==> config.mk <==
export PLATFORM = sky130hd
export DESIGN_NAME = data_mem_arbiter
export DESIGN_NICKNAME = d
export VERILOG_FILES = /design/src/rtl/data_mem_arb_pkg.sv /design/src/rtl/dmem_addr_decode.sv /design/src/rtl/data_mem_arbiter.sv
export SDC_FILE = /design/constraint.sdc
export NUM_CORES = 1
export LEC_CHECK = 0
export CORE_AREA = 2 2 212 214
export DETAILED_ROUTE_END_ITERATION = 7
export DIE_AREA = 0 0 214 216
export GPL_TIMING_DRIVEN = 0
export PLACE_DENSITY = 0.37
export SLEW_MARGIN = 20
export SYNTH_ARGS = -nofsm -noshare
export SYNTH_HDL_FRONTEND = slang
export SYNTH_SLANG_ARGS = --single-unit
==> constraint.sdc <==
create_clock -name clk -period 5.2 [get_ports clk]
set_input_delay 1.3 -clock clk [delete_from_list [all_inputs] [get_ports clk]]
set_output_delay 1.3 -clock clk [all_outputs]
set_load 0.05 [all_outputs]
==> src/rtl/data_mem_arb_pkg.sv <==
// Shared types and constants for the data-memory arbiter.
package data_mem_arb_pkg;

  // Last owner granted; doubles as the owner of the response due this cycle.
  typedef enum logic [1:0] {
    ST_IDLE = 2'd0,
    ST_CORE = 2'd1,
    ST_DBG  = 2'd2
  } arb_state_e;

  // On-chip data window 0x800-0xFFF: masked address must equal the base.
  localparam logic [63:0] WIN_BASE = 64'h0000_0000_0000_0800;
  localparam logic [63:0] WIN_MASK = 64'hFFFF_FFFF_FFFF_F800;

endpackage

==> src/rtl/dmem_addr_decode.sv <==
// Decodes whether a byte address falls inside the on-chip data window.
module dmem_addr_decode
  import data_mem_arb_pkg::*;
(
  input  logic [63:0] addr,
  output logic        hit
);

  assign hit = ((addr & WIN_MASK) == WIN_BASE);

endmodule

==> src/rtl/data_mem_arbiter.sv <==
// Arbitrates the core and debug ports onto the on-chip data memory.
// Core has priority; debug is guaranteed a grant after MAX_HOLD consecutive
// core grants while it waits. CNT_W must satisfy 2^CNT_W > MAX_HOLD.
module data_mem_arbiter
  import data_mem_arb_pkg::*;
#(
  parameter int MAX_HOLD = 8,
  parameter int CNT_W    = 4
) (
  input  logic        clk,
  input  logic        resetn,
  input  logic        core_req,
  input  logic [63:0] core_addr,
  input  logic [63:0] core_wdata,
  input  logic        core_we,
  input  logic [2:0]  core_func3,
  output logic        core_ready,
  output logic        core_rvalid,
  output logic [63:0] core_rdata,
  output logic        core_err,
  input  logic        dbg_req,
  input  logic [63:0] dbg_addr,
  input  logic [63:0] dbg_wdata,
  input  logic        dbg_we,
  input  logic [2:0]  dbg_func3,
  output logic        dbg_ready,
  output logic        dbg_rvalid,
  output logic [63:0] dbg_rdata,
  output logic        dbg_err,
  output logic        mem_en,
  output logic        mem_we,
  output logic [10:0] mem_addr,
  output logic [63:0] mem_wdata,
  output logic [2:0]  mem_func3,
  input  logic [63:0] mem_rdata
);

  localparam logic [CNT_W-1:0] HOLD_MAX = CNT_W'(MAX_HOLD);

  arb_state_e       state_q, state_d;
  logic [CNT_W-1:0] hold_q, hold_d;
  logic             resp_miss_q, resp_miss_d;
  logic             resp_rd_q, resp_rd_d;

  logic             core_gnt, dbg_gnt, any_gnt, win_hit;
  logic [63:0]      gnt_addr, gnt_wdata;
  logic             gnt_we;
  logic [2:0]       gnt_func3;

  // Grant selection, granted-request mux, next owner and hold counter.
  // NOTE: every output of this block gets a default first so no path leaves
  // a variable unassigned, which would infer a latch.
  always_comb begin
    core_gnt  = 1'b0;
    dbg_gnt   = 1'b0;
    gnt_addr  = '0;
    gnt_wdata = '0;
    gnt_we    = 1'b0;
    gnt_func3 = '0;
    state_d   = ST_IDLE;
    hold_d    = hold_q;

    if (core_req && !(dbg_req && (hold_q == HOLD_MAX))) begin
      core_gnt = 1'b1;
    end else if (dbg_req) begin
      dbg_gnt = 1'b1;
    end

    if (core_gnt) begin
      gnt_addr  = core_addr;
      gnt_wdata = core_wdata;
      gnt_we    = core_we;
      gnt_func3 = core_func3;
      state_d   = ST_CORE;
    end else if (dbg_gnt) begin
      gnt_addr  = dbg_addr;
      gnt_wdata = dbg_wdata;
      gnt_we    = dbg_we;
      gnt_func3 = dbg_func3;
      state_d   = ST_DBG;
    end

    if (!dbg_req || dbg_gnt) begin
      hold_d = '0;
    end else if (core_gnt && (hold_q != HOLD_MAX)) begin
      hold_d = hold_q + CNT_W'(1);
    end
  end

  assign any_gnt    = core_gnt | dbg_gnt;
  assign core_ready = core_gnt;
  assign dbg_ready  = dbg_gnt;

  dmem_addr_decode u_decode (
    .addr (gnt_addr),
    .hit  (win_hit)
  );

  // Drive the memory only for an accepted window hit; record what the
  // response next cycle must look like.
  always_comb begin
    mem_en      = any_gnt & win_hit;
    mem_we      = mem_en & gnt_we;
    mem_addr    = mem_en ? gnt_addr[10:0] : 11'd0;
    mem_wdata   = mem_en ? gnt_wdata : 64'd0;
    mem_func3   = mem_en ? gnt_func3 : 3'd0;
    resp_miss_d = any_gnt & ~win_hit;
    resp_rd_d   = mem_en & ~gnt_we;
  end

  // Steer the one-cycle-late response to the registered owner only.
  always_comb begin
    core_rvalid = 1'b0;
    core_rdata  = '0;
    core_err    = 1'b0;
    dbg_rvalid  = 1'b0;
    dbg_rdata   = '0;
    dbg_err     = 1'b0;
    case (state_q)
      ST_CORE: begin
        core_rvalid = 1'b1;
        core_rdata  = resp_rd_q ? mem_rdata : 64'd0;
        core_err    = resp_miss_q;
      end
      ST_DBG: begin
        dbg_rvalid = 1'b1;
        dbg_rdata  = resp_rd_q ? mem_rdata : 64'd0;
        dbg_err    = resp_miss_q;
      end
      default: ;
    endcase
  end

  // Owner, hold counter and response attributes; reset drops any pending
  // response.
  // NOTE: state registers use non-blocking assignments so every flop samples
  // the pre-edge values regardless of statement order.
  always_ff @(posedge clk or negedge resetn) begin
    if (!resetn) begin
      state_q     <= ST_IDLE;
      hold_q      <= '0;
      resp_miss_q <= 1'b0;
      resp_rd_q   <= 1'b0;
    end else begin
      state_q     <= state_d;
      hold_q      <= hold_d;
      resp_miss_q <= resp_miss_d;
      resp_rd_q   <= resp_rd_d;
    end
  end

endmodule

==> flow_summary.toml, run 1 <==
[setup_path]
critPathSlowestCell = "or4_4"
crit_family = "simple AND/OR/NAND/NOR gates"
endpoint_kind = "primary output"
crit_chain = "clkdlybuf4s50_1 -> nor4_1 -> nand4_1 -> or4_4 -> clkbuf_1 -> a21oi_1 -> clkdlybuf4s15_2"
worstPathArrival_ns = 3.84
critical_path_buf_inv_count = 3
crit_required_ns = 3.90
setup.worst_path.start_class = "input pin"
cpPeakStageDelay_ns = 0.69
crit_type = "in2out"
ff2ff_setup_slack_ns = 2.95
path_max_fanout = 10

[sta]
hold_viol_final = 0
setup_tns_ns = 0
slew_headroom_pct = 46.3
skew_ns = 0.00120
drv_slew = 0
worstMarginPinSlew_ns = 0.806
fmax_ghz = 0.194
period_share_pct = 98.9
setup_viol = 0
rsz0062_at_grt = "false"
setup_ws_ns = 0.0569
final.min_clock_period_ns = 5.14

[synthesis]
synthesis.nets = 815
synth_flop_cell = "dfrtp_1"
ys_types = 30
synth_enable_flop_cells = 0
syn_avg_cell_area_um2 = 5.49
syn_inst = 481
yosys_warnings = 0
synthArstFlopShare_pct = 100
netlist_area_um2 = 2640
synth_seq_cells = 8
synth-seq-area-share_pct = 7.59

[finish]
fillCellCount = 4970
diodes = 0
fin_area_um2 = 8740
regArea_um2 = 200
area_growth_pct = 231
nNetsFinal = 1363
final_common_cell = "clkdlybuf4s50_1"
layout_common_cells = "clkdlybuf4s50_1 (464), nor2_1 (134), a22oi_1 (78)"
multi_input_area_um2 = 2160
drive_gt1_share_pct = 11.0
final_util_pct = 19.9
fin_cells = 1619

[cts]
clkLatencyLatePin_ns = 0.23
htreeDepth = 1
cts_buffer_depth = 2
cts_tree = "yes"
clkTransAtPathRegs_ns = 0.04
cts-root-buf = "clkbuf_16"
hold_buffers = 0
cts_num_sinks = 8
cts_made_buffers = 3

[route]
drc = 0
vias = 5785
ant_nets = 0
first_pass_iters = 4
wl_um = 29500
viasPerCell = 3.57
routedWlPerCell_um = 18.2
initialDrtViolationCount = 232

[floorplanning]
dieArea_um2 = 46200
die-height_um = 216
start_util_pct = 6.02
rows = 77
io_pins = 546
fp.coreArea_um2 = 43800
die_x_um = 214

[global_routing]
grt-ovfl-total = 0
grt_max_degree = 12
track_usage_pct = 11.9
antenna_found_initial = 0
grt_pass1_vias = 6315
grt_pass1_wl_um = 41300

[power]
power.leakage_uw = 0.00298
peakVddDrop_mv = 0.0759
power_density_nw_per_um2 = 65.5

[placed_design]
hpwl_um = 25900
dpl_worst_slack_ns = -1.26
portBuffers = 545
place_congestion = 0.926
dp_cells = 1618
dpl_cell_area_um2 = 8830

[min_path]
hp-class = "reg2reg"

[status]
status = "completed"

[job]
maxCapViolCount = 0
state kept, by name (all words and copies together) (netlist names):
register     flops
resp_rd_q        1
state_q          2
resp_miss_q      1
hold_q           4
synthesized netlist by cell type, types with 2 or more instances:
| library cell | n | area, um^2 |
|---|---|---|
| a22oi_1 | 78 | 586 |
| clkbuf_1 | 44 | 165 |
| buf_1 | 3 | 11.3 |
| nand4_1 | 7 | 43.8 |
| a21boi_0 | 2 | 15.0 |
| a21oi_1 | 79 | 395 |
| ha_1 | 2 | 25.0 |
| nand2_1 | 67 | 251 |
| nor3_1 | 2 | 10.0 |
| nor4b_1 | 2 | 17.5 |
| dfrtp_1 | 8 | 200 |
| or4_1 | 3 | 22.5 |
| nand3_1 | 2 | 10.0 |
| nor4_1 | 21 | 131 |
| nor2_1 | 134 | 503 |
| buf_8 | 8 | 120 |
| inv_1 | 5 | 18.8 |
| nand2b_1 | 2 | 12.5 |
worst register-to-register path: stages, from the launching register on:
cell,delay [ns]
dfrtp_1,0.41
inv_1,0.07
ha_1,0.16
nand3b_1,0.23
a211o_1,0.35
or4_1,0.43
buf_6,0.20
a21boi_0,0.27
worst paths after layout:
path	startpoint	cells after the start	end
max	core_addr[53]	7	mem_wdata[55]
min	hold_q[0]	1	hold_q[0]
max reg2reg	hold_q[0]	7	resp_rd_q
min reg2reg	hold_q[0]	1	hold_q[0]
max in group asynchronous	resetn	1	state_q[0]
min in group asynchronous	resetn	1	resp_miss_q
where the power goes:
| group | leakage [uW] | internal, uW | switching, uW | total (uW) |
|---|---|---|---|---|
| clock | 0.0000370 | 99.1 | 29.2 | 128 |
| combinational | 0.00284 | 253 | 125 | 378 |
| sequential | 0.000104 | 64.5 | 1.25 | 65.8 |
| total | 0.00298 | 417 | 156 | 573 |
per-layer routing:
metal	vias up	part of all wire (%)	track usage (%)
met3	28	8.3	2.92
met1	2587	36	12.1
met5	-	0	0
met2	365	53	23.5
li1	2805	-	-
met4	0	3.0	3.73
logic make-up after synthesis:
family / Yosys count / synth area share [%]
simple gates: 245 / 39.4
buf+inv: 61 / 12.4
flops: 8 / 7.59
fa+ha+maj: 2 / 0.948
compound gates: 163 / 39.0
xor+xnor: 2 / 0.664
final cells by class:
class	instances	share of cell area [%]
inverters	5	0.215
flip-flops and latches	8	2.29
repair buffers	545	59.8
clock buffers	3	0.859
multi-input cells	412	24.7
plain buffers	54	3.62
well taps	592	8.47
what timing repair did:
item / in CTS / in global routing
gates resized for setup: 313 / 79
setup endpoints to repair: 82 / 62
endpoints found under the hold margin: 0 / 0
gates cloned: 0 / 0
setup buffers: 0 / 0
metrics by stage:
stage               power [uW]  hold WS, ns
floorplan                  146        0.451
global placement           445        0.489
detailed placement         446        0.486
CTS                        578        0.493
global route               604        0.531
finish                     573        0.494
Note: power is estimated with default switching activity, not from simulation.
==> run 2: changes to the inputs <==
- CORE_AREA: 2 2 212 214 -> 2 2 210 212
- DIE_AREA: 0 0 214 216 -> 0 0 212 214
- clock period: 5.2 -> 4.8 ns (I/O delays scaled with it)
==> run 2 against run 1 <==
  * Final area grew 6.0%
  * Worst hold slack lost 0.0083 ns
  * Die area shrank 1.9%
  * Clock skew grew 0.0015 ns
  * Largest cell class unchanged
  * Largest power group unchanged
  * Combinational power grew 12%
==> flow_summary.toml, run 2 (synthesized netlist as in run 1, its figures left out) <==
[status]
status = "completed"

[floorplanning]
io_pins = 546
die-height_um = 214
rows = 76
fp.coreArea_um2 = 42900
start_util_pct = 6.15
die_x_um = 212
dieArea_um2 = 45400

[power]
power_density_nw_per_um2 = 68.2
total_power_uw = 632
peakVddDrop_mv = 0.0798
power.leakage_uw = 0.00318

[finish]
top_regs = "hold_q x4, state_q x2"
diodes = 0
top_register = "hold_q"
largest_register_ffs = 4
final_common_cell = "clkdlybuf4s50_1"
fin_cells = 1622
area_growth_pct = 251
layout_common_cells = "clkdlybuf4s50_1 (456), nor2_1 (134), a22oi_1 (77)"
drive_gt1_share_pct = 16.9
nNetsFinal = 1373

[setup_path]
cpPeakStageDelay_ns = 0.60
cp-endpoint = "mem_we"
crit_chain = "buf_6 -> or4_4 -> a211o_1 -> or4_4 -> buf_12 -> buf_12 -> buf_12 -> a21oi_4 -> buf_8"
path_max_fanout = 5
reg2reg_depth = 8
startpoint = "dbg_addr[30]"
setup.worst_path.start_class = "input pin"
crit_type = "in2out"
reg2reg_from = "hold_q[0]"
ff2ff_setup_slack_ns = 2.33
endpoint_kind = "primary output"
critPathSlowestCell = "or4_4"
timing.rr.end = "resp_rd_q"
worstPathArrival_ns = 3.55
crit_required_ns = 3.60
cpMostUsedCell = "buf_12"

[global_routing]
grt_pass1_vias = 6129
grt_pass1_wl_um = 41500
track_usage_pct = 12.3
grt_max_degree = 12
grt-ovfl-total = 0
antenna_found_initial = 2

[sta]
period_share_pct = 98.9
timing.hold.ws_ns = 0.486
slew_headroom_pct = 53.9
hold_viol_final = 0
setup_ws_ns = 0.0544
drv_slew = 0
final.min_clock_period_ns = 4.75
setup_viol = 0
skew_ns = 0.00266
worstMarginPinSlew_ns = 0.691
rsz0062_at_grt = "true"
fmax_ghz = 0.211

[cts]
cts_tree = "yes"
cts_buffer_depth = 2
cts_made_buffers = 3
hold_buffers = 0
htreeDepth = 1
cts-root-buf = "clkbuf_16"
cts_num_sinks = 8
clkTransAtPathRegs_ns = 0.04
clkLatencyLatePin_ns = 0.23

[route]
viasPerCell = 3.58
drc = 0
first_pass_iters = 4
dr_wl_met2_um = 15500
wl_um = 30100
vias = 5801
initialDrtViolationCount = 235
highest_layer = "met5"
m1WireLength_um = 11600
wl_met3_um = 2400
ant_nets = 0
routedWlPerCell_um = 18.6

[job]
maxCapViolCount = 0

[placed_design]
dpl_worst_slack_ns = -1.51
place_congestion = 0.836
hpwl_um = 25600
portBuffers = 545
dp_cells = 1612

[min_path]
hp-class = "reg2reg"
[run 2: worst min-delay path by stage]
stage | to | startpoint | slack, ns | cells after the start
2_1_floorplan | hold_q[0] | hold_q[0] | 0.45 | 1
3_3_place_gp | hold_q[0] | hold_q[0] | 0.50 | 1
3_5_place_dp | hold_q[0] | hold_q[0] | 0.48 | 1
4_1_cts | hold_q[0] | hold_q[0] | 0.48 | 1
5_1_grt | hold_q[0] | hold_q[0] | 0.51 | 1
6_report | hold_q[0] | hold_q[0] | 0.49 | 1
[run 2: metrics by stage]
stage	setup TNS (ns)	utilization, %	area [um^2]
2_1_floorplan	0	-	2640
3_3_place_gp	-100.67	20.6	8830
3_5_place_dp	-85.69	20.6	8840
4_1_cts	0	21.4	9160
5_1_grt	-0.0240	21.6	9270
6_report	0	21.6	9270
[run 2: layer usage]
| metal | track usage [%] | vias to the layer above |
|---|---|---|
| li1 | - | 2833 |
| met1 | 13.5 | 2600 |
| met2 | 23.7 | 339 |
| met3 | 2.80 | 27 |
| met4 | 2.75 | 2 |
| met5 | 0 | - |
[run 2: layout make-up]
class / instances / area [um^2]
Timing Repair Buffer: 556 / 5520
Tap cell: 585 / 732
Sequential cell: 8 / 200
Clock buffer: 3 / 75.1
Inverter: 5 / 18.8
Multi-Input combinational cell: 412 / 2380
Buffer: 53 / 343
Fill cell: 4851 / 33600
[run 2: repair_timing]
| item | 4_1_cts | 5_1_grt |
|---|---|---|
| pin swaps | 7 | 7 |
| resized for setup | 584 | 30 |
| endpoints found under the setup margin | 82 | 41 |
| hold endpoints to repair | 0 | 0 |
| gates cloned | 3 | 1 |
| buffers inserted | 6 | 0 |
[run 2: worst max-delay path: cells and delay by family]
kind | cells | cell delay (ns)
buffers and inverters | 5 | 0.72
AO/OA/AOI/OAI | 2 | 0.50
AND/OR/NAND/NOR | 2 | 1.11
[run 2: report_power, final]
part | internal (uW) | switching [uW] | total [uW]
clock | 107 | 31.0 | 138
sequential | 69.9 | 1.34 | 71.3
combinational | 275 | 148 | 423
total | 452 | 181 | 632
==> run 3: changes to the inputs <==
- ABC_AREA: default -> 1
- CORE_AREA: 2 2 210 212 -> 2 2 211 213
- DIE_AREA: 0 0 212 214 -> 0 0 213 215
- PLACE_DENSITY: 0.37 -> 0.4
- clock period: 4.8 -> 4.3 ns (I/O delays scaled with it)
==> run 3 against run 2 <==
  * Flip-flop and latch count stayed put
  * First-iteration DRC count shrank 30%
  * Sequential share of layout area decreased by 0.084 points
  * Largest power group unchanged
  * Clock-buffer cell count unchanged
  * Critical endpoint unchanged
  * Non-clock buffer count shrank 4
  * Routed wire length rose by 5.1%
  * Via count rose by 19%
  * Core utilization up 0.48 points
==> flow_summary.toml, run 3 <==
[status]
status = "completed"

[sta]
setup_ws_ns = 0.241
skew_ns = 0.00135
setup_tns_ns = 0
fmax_ghz = 0.246
final.min_clock_period_ns = 4.06
drv_slew = 0
timing.hold.ws_ns = 0.496
rsz0062_at_grt = "false"
period_share_pct = 94.4
worstMarginPinSlew_ns = 0.683
setup_viol = 0
hold_viol_final = 0
slew_headroom_pct = 54.5

[synthesis]
synthTopCellsByCount = "nand2_1 (278), inv_1 (157), nor3_1 (128)"
synth-seq-area-share_pct = 5.68
synthesis.nets = 1134
synthArstFlopShare_pct = 100
syn_inst = 800
synth_flop_cell = "dfrtp_1"
ys_types = 18
synth_seq_cells = 8
netlist_area_um2 = 3520
yosys-top-cells-area = "nand2_1 (30%), nor3_1 (18%), inv_1 (17%)"
synth_top_area_cell = "nand2_1"
yosysMostFrequentCell = "nand2_1"
syn_avg_cell_area_um2 = 4.40
yosys.area.top_type_share_pct = 29.6
synth_enable_flop_cells = 0
yosys_warnings = 0

[global_routing]
grt_max_degree = 12
grt-ovfl-total = 0
grt_pass1_wl_um = 44600
track_usage_pct = 13.0
grt_pass1_vias = 7209
antenna_found_initial = 2

[floorplanning]
die-height_um = 215
dieArea_um2 = 45800
io_pins = 546
start_util_pct = 8.07
fp.coreArea_um2 = 43600
rows = 77
die_x_um = 213

[cts]
clkTransAtPathRegs_ns = 0.04
cts-root-buf = "clkbuf_16"
cts_num_sinks = 8
hold_buffers = 0
cts_tree = "yes"
cts_buffer_depth = 2
cts_setup_buffers = 0
htreeDepth = 1
clkLatencyLatePin_ns = 0.23
cts_made_buffers = 3

[setup_path]
worstPathArrival_ns = 2.98
cpPeakStageDelay_ns = 0.45
critPathSlowestCell = "clkdlybuf4s50_1"
endpoint_kind = "primary output"
setup.worst_path.start_class = "input pin"
crit_chain = "clkdlybuf4s50_1 -> nor2_1 -> nand2_1 -> nor2_1 -> nand2_1 -> nor2_1 -> nand2_4 -> buf_4 -> a21oi_2 -> buf_4"
reg2reg_depth = 12
crit_required_ns = 3.22
cpMostUsedCell = "nor2_1"
path_max_fanout = 10
crit_type = "in2out"

[power]
power_density_nw_per_um2 = 78.4
total_power_uw = 756
power.leakage_uw = 0.00422
peakVddDrop_mv = 0.0876

[finish]
layout_common_cells = "clkdlybuf4s50_1 (462), nand2_1 (276), inv_1 (157)"
final_common_cell = "clkdlybuf4s50_1"
top_regs = "hold_q x4, state_q x2"
diodes = 0
drive_gt1_share_pct = 8.98
fillCellCount = 5138
top_register = "hold_q"
nNetsFinal = 1684
area_growth_pct = 174
largest_register_ffs = 4

[route]
ant_nets = 0
routedWlPerCell_um = 16.3
vias = 6905
initialDrtViolationCount = 165
first_pass_iters = 5
viasPerCell = 3.56
wl_um = 31700
drc = 0

[min_path]
hp-class = "reg2reg"
holdPathStages = 1

[job]
maxCapViolCount = 0

[placed_design]
dpl_worst_slack_ns = -1.26
portBuffers = 545
hpwl_um = 28500
place_congestion = 0.798
-- run 3: cell types whose count changed after synthesis, moves of 4 or more --
cell,change
inv_1,+152
buf_1,+6
buf_4,+4
buf_8,-8
clkbuf_1,-18
a22oi_1,-78
nor2_1,-55
nand2_1,+211
nor3_1,+126
nor4_1,-21
buf_2,+19
nand4_1,-7
-- run 3: final timing paths --
kind | startpoint | end | slack [ns]
hold / removal | hold_q[0] | hold_q[0] | 0.50
setup / recovery | dbg_addr[47] | mem_we | 0.24
hold reg to reg | hold_q[0] | hold_q[0] | 0.50
max in group asynchronous | resetn | state_q[0] | 2.89
setup reg to reg | hold_q[0] | resp_rd_q | 1.99
min in group asynchronous | resetn | resp_rd_q | 1.14
-- run 3: stage by stage --
stage / cells / instance area [um^2] / util [%]
final: 1940 / 9640 / 22.1
after CTS: 1940 / 9640 / 22.1
after global placement: 1937 / 9720 / 22.3
after detailed placement: 1937 / 9720 / 22.3
after floorplan: 800 / 3520 / -
after global routing: 1940 / 9640 / 22.1
-- run 3: worst max-delay path, delay by kind of cell --
family | cells | cell delay [ns]
compound gates | 1 | 0.22
buf+inv | 3 | 0.93
simple gates | 6 | 0.74
-- run 3: cells by family after synthesis --
logic type	synth area share, %
XOR/XNOR	0.497
flip-flops	5.68
adder cells (fa/ha/maj)	0.710
AO/OA/AOI/OAI	11.5
buffers and inverters	24.9
AND/OR/NAND/NOR	56.7
-- run 3: final cells by class --
class / count / area (um^2) / share of cell area [%]
buffer: 60 / 289 / 3.00
clock buffer: 3 / 75.1 / 0.779
inverter: 159 / 607 / 6.29
multi-input combinational: 573 / 2480 / 25.7
sequential: 8 / 200 / 2.08
tap: 592 / 741 / 7.68
timing repair buffer: 545 / 5250 / 54.5
-- run 3: timing repair --
action	4_1_cts	5_1_grt
endpoints found under the hold margin	0	0
setup endpoints to repair	82	80
gates resized for setup	492	2
pin swaps	0	0
-- run 3: power breakdown --
part	internal, uW	total (uW)	leakage (uW)	switching, uW
Combinational	320	525	0.00408	205
Clock	119	152	0.0000370	32.1
Sequential	78.1	79.4	0.000104	1.35
-- run 3: layer usage --
layer  GRT usage, %  wire, um
met5              0         0
met4           1.52       296
met3           3.30      2770
met2           27.0     17300
met1           12.8     11400
